`config.mk`:
```
export PLATFORM = sky130hd
export DESIGN_NAME = branch_resolve_unit
export DESIGN_NICKNAME = d
export VERILOG_FILES = /design/src/rtl/branch_resolve_unit.sv
export SDC_FILE = /design/constraint.sdc
export NUM_CORES = 1
export LEC_CHECK = 0
export ABC_AREA = 1
export CORE_AREA = 2 2 120 122
export DETAILED_ROUTE_END_ITERATION = 10
export DIE_AREA = 0 0 122 124
export PLACE_DENSITY_LB_ADDON = 0.2
export SYNTH_ARGS = -nofsm -noshare
export SYNTH_HDL_FRONTEND = slang
export SYNTH_SLANG_ARGS = --single-unit
```
`constraint.sdc`:
```
create_clock -name clk -period 5.35 [get_ports clk]
set_input_delay 1.07 -clock clk [delete_from_list [all_inputs] [get_ports clk]]
set_output_delay 1.07 -clock clk [all_outputs]
set_load 0.01 [all_outputs]
```
`src/rtl/branch_resolve_unit.sv`:
```
// branch_resolve_unit: registered MIPS conditional-branch resolver with delay-slot sequencing.
// Optional statistics counters are built only when BRANCH_STATS_EN is defined.
module branch_resolve_unit #(
  parameter int DATA_W = 32,
  parameter int ADDR_W = 32
) (
  input  logic              clk,
  input  logic              reset,
  input  logic              br_valid,
  input  logic [5:0]        opcode,
  input  logic [4:0]        b_code,
  input  logic [DATA_W-1:0] read_data_a,
  input  logic [DATA_W-1:0] read_data_b,
  input  logic [ADDR_W-1:0] pc,
  input  logic [15:0]       imm,
  input  logic              advance,
  output logic              redirect,
  output logic [ADDR_W-1:0] pc_target,
  output logic              link_we,
  output logic [ADDR_W-1:0] link_data,
  output logic              slot_err,
  output logic [31:0]       br_count,
  output logic [31:0]       taken_count
);

  localparam logic [5:0] OP_REGIMM = 6'h01;
  localparam logic [5:0] OP_BEQ    = 6'h04;
  localparam logic [5:0] OP_BNE    = 6'h05;
  localparam logic [5:0] OP_BLEZ   = 6'h06;
  localparam logic [5:0] OP_BGTZ   = 6'h07;
  localparam logic [4:0] RT_BLTZ   = 5'd0;
  localparam logic [4:0] RT_BGEZ   = 5'd1;
  localparam logic [4:0] RT_BLTZAL = 5'd16;
  localparam logic [4:0] RT_BGEZAL = 5'd17;

  typedef enum logic [1:0] {
    ST_IDLE  = 2'd0,
    ST_SLOT  = 2'd1,
    ST_REDIR = 2'd2
  } state_e;

  state_e            state_q;
  logic              redirect_q;
  logic              link_we_q;
  logic              slot_err_q;
  logic [ADDR_W-1:0] pc_target_q;
  logic [ADDR_W-1:0] link_data_q;

  logic              accept_s;
  logic              taken_s;
  logic              links_s;
  logic              a_neg_s;
  logic              a_zero_s;
  logic [ADDR_W-1:0] target_s;
  logic [ADDR_W-1:0] link_s;

  // Signed tests reduce to the sign bit plus a zero detect.
  assign a_neg_s  = read_data_a[DATA_W-1];
  assign a_zero_s = (read_data_a == {DATA_W{1'b0}});
  assign accept_s = (state_q == ST_IDLE) && br_valid && advance;
  assign target_s = pc + ADDR_W'(32'd4) + {{(ADDR_W-18){imm[15]}}, imm, 2'b00};
  assign link_s   = pc + ADDR_W'(32'd8);

  // Branch condition and link decode.
  always_comb begin
    taken_s = 1'b0;
    links_s = 1'b0;
    case (opcode)
      OP_BEQ:  taken_s = (read_data_a == read_data_b);
      OP_BNE:  taken_s = (read_data_a != read_data_b);
      OP_BLEZ: taken_s = a_neg_s || a_zero_s;
      OP_BGTZ: taken_s = !a_neg_s && !a_zero_s;
      OP_REGIMM: begin
        case (b_code)
          RT_BLTZ:   taken_s = a_neg_s;
          RT_BGEZ:   taken_s = !a_neg_s;
          RT_BLTZAL: begin
            taken_s = a_neg_s;
            links_s = 1'b1;
          end
          RT_BGEZAL: begin
            taken_s = !a_neg_s;
            links_s = 1'b1;
          end
          default: begin
            taken_s = 1'b0;
            links_s = 1'b0;
          end
        endcase
      end
      default: begin
        taken_s = 1'b0;
        links_s = 1'b0;
      end
    endcase
  end

  // Delay-slot sequencer with registered redirect/link pulses.
  always_ff @(posedge clk) begin
    if (reset) begin
      state_q     <= ST_IDLE;
      redirect_q  <= 1'b0;
      link_we_q   <= 1'b0;
      slot_err_q  <= 1'b0;
      pc_target_q <= {ADDR_W{1'b0}};
      link_data_q <= {ADDR_W{1'b0}};
    end else begin
      redirect_q <= 1'b0;
      link_we_q  <= 1'b0;
      case (state_q)
        ST_IDLE: begin
          if (accept_s) begin
            pc_target_q <= target_s;
            if (links_s) begin
              link_we_q   <= 1'b1;
              link_data_q <= link_s;
            end
            state_q <= taken_s ? ST_SLOT : ST_IDLE;
          end
        end
        ST_SLOT: begin
          if (br_valid) begin
            slot_err_q <= 1'b1;
          end
          if (advance) begin
            state_q    <= ST_REDIR;
            redirect_q <= 1'b1;
          end
        end
        ST_REDIR: state_q <= ST_IDLE;
        default:  state_q <= ST_IDLE;
      endcase
    end
  end

  assign redirect  = redirect_q;
  assign link_we   = link_we_q;
  assign link_data = link_data_q;
  assign pc_target = pc_target_q;
  assign slot_err  = slot_err_q;

`ifdef BRANCH_STATS_EN
  logic [31:0] br_count_q;
  logic [31:0] br_count_d;
  logic [31:0] taken_count_q;
  logic [31:0] taken_count_d;

  // Saturating statistics next-state.
  always_comb begin
    br_count_d    = br_count_q;
    taken_count_d = taken_count_q;
    if (accept_s && (br_count_q != 32'hFFFF_FFFF)) begin
      br_count_d = br_count_q + 32'd1;
    end else begin
      br_count_d = br_count_q;
    end
    if (accept_s && taken_s && (taken_count_q != 32'hFFFF_FFFF)) begin
      taken_count_d = taken_count_q + 32'd1;
    end else begin
      taken_count_d = taken_count_q;
    end
  end

  // Statistics registers.
  always_ff @(posedge clk) begin
    if (reset) begin
      br_count_q    <= 32'd0;
      taken_count_q <= 32'd0;
    end else begin
      br_count_q    <= br_count_d;
      taken_count_q <= taken_count_d;
    end
  end

  assign br_count    = br_count_q;
  assign taken_count = taken_count_q;
`else
  assign br_count    = 32'd0;
  assign taken_count = 32'd0;
`endif

endmodule

```
==> run_results.csv <==
group,metric,value,unit
min_path,holdCritStartpoint,"slot_err",
sta,tns,0,ns
grt,grt_pass1_wl,32.7,mm
sta,rsz0062_at_grt,"no",
setup_path,r2r_start,"state_q[1]",
cells_and_area,final_nets,1423,
pwr,ir_drop,0.144,mV
cells_and_area,post_route_cells_drive_above_1_share,3.55,%
logic_synthesis,syn_avg_cell_area,6.32,um2
grt,grt_use_total,27.6,%
logic_synthesis,synth_xor_area_share,5.81,%
clock_tree,tritoncts,"done",
grt,grt_pass1_vias,6562,
clock_tree,ctsResizeCount,0,
detailed_routing,dr.pass1.iters,5,
setup_path,r2r_end,"link_data[22]",
floorplanning,num_io_pins,258,
setup_path,cp-startpoint,"pc[3]",
cells_and_area,num_antenna_cells,0,
clock_tree,path_clk_slew,0.06,ns
clock_tree,post_cts_buffers,0,
logic_synthesis,yosys-top-cells-area,"dfxtp_1 (21%), nand2_1 (12%), ha_1 (11%)",
place,dpl_worst_slack,1.49,ns
clock_tree,cts-root-buf,"clkbuf_16",
detailed_routing,drtIter0Drc,316,
cells_and_area,multi_input_area,4370,um2
detailed_routing,ant_nets,0,
grt,grt_max_degree,49,
logic_synthesis,synth-edff-count,0,
logic_synthesis,synth_compound_area_share,12.2,%
clock_tree,cts.sinks,69,
min_path,hold_class,"reg2reg",
sta,finClkSkew,0.0110,ns
job,cap_viol_max_count,0,
logic_synthesis,synth_seq_cells,69,
detailed_routing,drc,0,
min_path,hold_depth,2,
place,io_buffers,193,
sta,setup_viol,0,
clock_tree,htree_levels,3,
detailed_routing,wl_per_cell,14.8,um
logic_synthesis,synth_top_area_share,20.8,%
floorplanning,fp.dieH,124,um
sta,fin_ws,1.79,ns
pwr,power_switching_share,34.2,%
setup_path,arrival,3.81,ns
setup_path,start_kind,"input pin",
clock_tree,hold_buffers,0,
place,dp_hpwl,17.1,mm
logic_synthesis,synth_flop_cell,"dfxtp_1",
pwr,pwr-share-comb,34.4,%
grt,antenna_found_initial,0,
setup_path,r2r_cells,8,
min_path,worstHoldEndpoint,"slot_err",
pwr,power_report.internal_total,0.00115,W
setup_path,required,5.60,ns
logic_synthesis,synth-adder-area-share,11.2,%
pwr,seqPwrFrac,31.2,%
sta,relSlewSlack,38.4,%
pwr,p_sw,0.000596,W
pwr,p_per_area,199,nW/um2
setup_path,rrSetupSlack,3.23,ns
floorplanning,start_util,48.3,%
setup_path,critPathKind,"in2reg",
logic_synthesis,yosysSeqAreaShare,20.8,%
sta,hold_viol,0,
detailed_routing,via_count,7069,
floorplanning,die_w,122,um
logic_synthesis,synth_top_family_by_area,"simple AND/OR/NAND/NOR gates",
clock_tree,numCtsBuffers,9,
logic_synthesis,netlist_instances,1049,
sta,post-route-period-util,66.5,%
floorplanning,die-area,15100,um2
sta,worstMarginPinSlew,0.923,ns
place,routabilityCongestion,0.954,
grt,grt_overflow,0,
pwr,p_leak,4.28,nW
setup_path,crit_fanout,5,
sta,slew_violations,0,
sta,max_freq,281,MHz
floorplanning,std_cell_rows,43,
detailed_routing,totalWireLength,21.0,mm
sta,finalCriticalPeriod,3.56,ns
clock_tree,clk_latency,0.35,ns
logic_synthesis,yosys.area_share.simple,33.0,%
floorplanning,coreArea,13700,um2
pwr,p_clk_share,34.4,%
cells_and_area,syn_to_final_growth,32.4,%
pwr,power,0.00174,W
logic_synthesis,synthMuxAreaShare,0,%
clock_tree,cts.path.max_buffers,2,
logic_synthesis,synth_common_cells,"nand2_1 (213), nor2_1 (166), inv_1 (143)",
logic_synthesis,synthArstFlopShare,0,%
setup_path,endpoint_kind,"flip-flop",
cells_and_area,seq_area,1380,um2
logic_synthesis,synth_cell_types,45,
logic_synthesis,yosysTopAreaCell,"dfxtp_1",
logic_synthesis,netlist_area,6630,um2
outcome,status,"finished clean",
cells_and_area,fillers,1351,
logic_synthesis,yosys_warnings,0,
logic_synthesis,yosysMostFrequentCell,"nand2_1",
detailed_routing,via_per_inst,4.97,
layout make-up:
| cell class | count | share of cell area [%] |
|---|---|---|
| multi-input combinational | 815 | 49.8 |
| timing repair buffer | 197 | 22.4 |
| sequential | 69 | 15.7 |
| inverter | 145 | 6.20 |
| clock buffer | 9 | 2.57 |
| tap | 180 | 2.57 |
| clock inverter | 6 | 0.742 |
layout by cell type (no fill, tap or decap), types with 3 or more instances in the layout:
cell             synthesis  final
o21bai_1                 3      3
a21oi_1                 50     50
buf_4                   66      4
nor2_4                   3      3
a21o_1                   5      5
dfxtp_1                 69     69
nand3_1                 53     53
o21ai_0                 62     62
clkbuf_16                0      9
nand3b_1                 4      4
or2_0                    3      3
conb_1                   1     64
nor2_1                 166    166
inv_1                  143    143
clkdlybuf4s50_1          0    193
nand2_1                213    213
nand2_2                  4      4
xnor2_1                 27     27
o211ai_1                 9      9
ha_1                    58     58
xor2_1                  17     17
or2_2                    4      4
nor4_1                   7      7
nor3_1                  13     13
nand4_1                 20     20
per-stage QoR:
stage | hold WS [ns] | cells | util (%) | area, um2
CTS | 0.456 | 1421 | 63.9 | 8770
floorplan | 0.445 | 1112 | - | 6870
finish | 0.454 | 1421 | 63.9 | 8770
detailed placement | 0.447 | 1406 | 61.8 | 8480
global placement | 0.442 | 1406 | 61.8 | 8480
global route | 0.477 | 1421 | 63.9 | 8770
flip-flops by register name, indices dropped and copies added, names as in the netlist:
signal,cells
link_data,32
link_we,1
pc_target,32
redirect,1
slot_err,1
state_q,2
power by group through the flow:
stage / Combinational, W / Clock (W) / Sequential, W
after global routing: 0.000669 / 0.000635 / 0.000546
after floorplan: 0.000371 / 0 / 0.000563
after CTS: 0.000596 / 0.000611 / 0.000544
final: 0.000601 / 0.000600 / 0.000544
after detailed placement: 0.000589 / 0 / 0.000555
after global placement: 0.000588 / 0 / 0.000555
logic make-up after synthesis:
group,Yosys count
flops,69
buf+inv,228
simple gates,503
other cells,1
compound gates,145
fa+ha+maj,59
xor+xnor,44
layer usage:
metal | vias up | track usage (%) | routed length (um)
met3 | 50 | 5.22 | 1540
met5 | - | 0 | 0
met1 | 3102 | 34.4 | 8970
met2 | 288 | 47.3 | 9830
li1 | 3629 | - | -
met4 | 0 | 10.8 | 669
worst max-delay path by stage:
| stage | endpoint | slack (ns) | depth (start not counted) |
|---|---|---|---|
| after detailed placement | pc_target[29] | 1.49 | 16 |
| after global placement | pc_target[19] | 1.45 | 15 |
| after floorplan | pc_target[29] | 2.38 | 15 |
| after global routing | pc_target[29] | 1.63 | 13 |
| final | pc_target[19] | 1.79 | 15 |
| after CTS | pc_target[29] | 1.83 | 16 |
worst max-delay path: stages:
cell	delay, ns
clkdlybuf4s50_1	0.60
ha_1	0.27
ha_1	0.26
fa_1	0.47
nand3_1	0.12
nand2_1	0.10
nand2_1	0.08
nand2_1	0.14
nand2_1	0.10
nand2_1	0.13
nand2_1	0.12
a21oi_1	0.06
nand3b_1	0.15
nand2_1	0.08
inv_1	0.04
(Power assumes the default switching activity.)
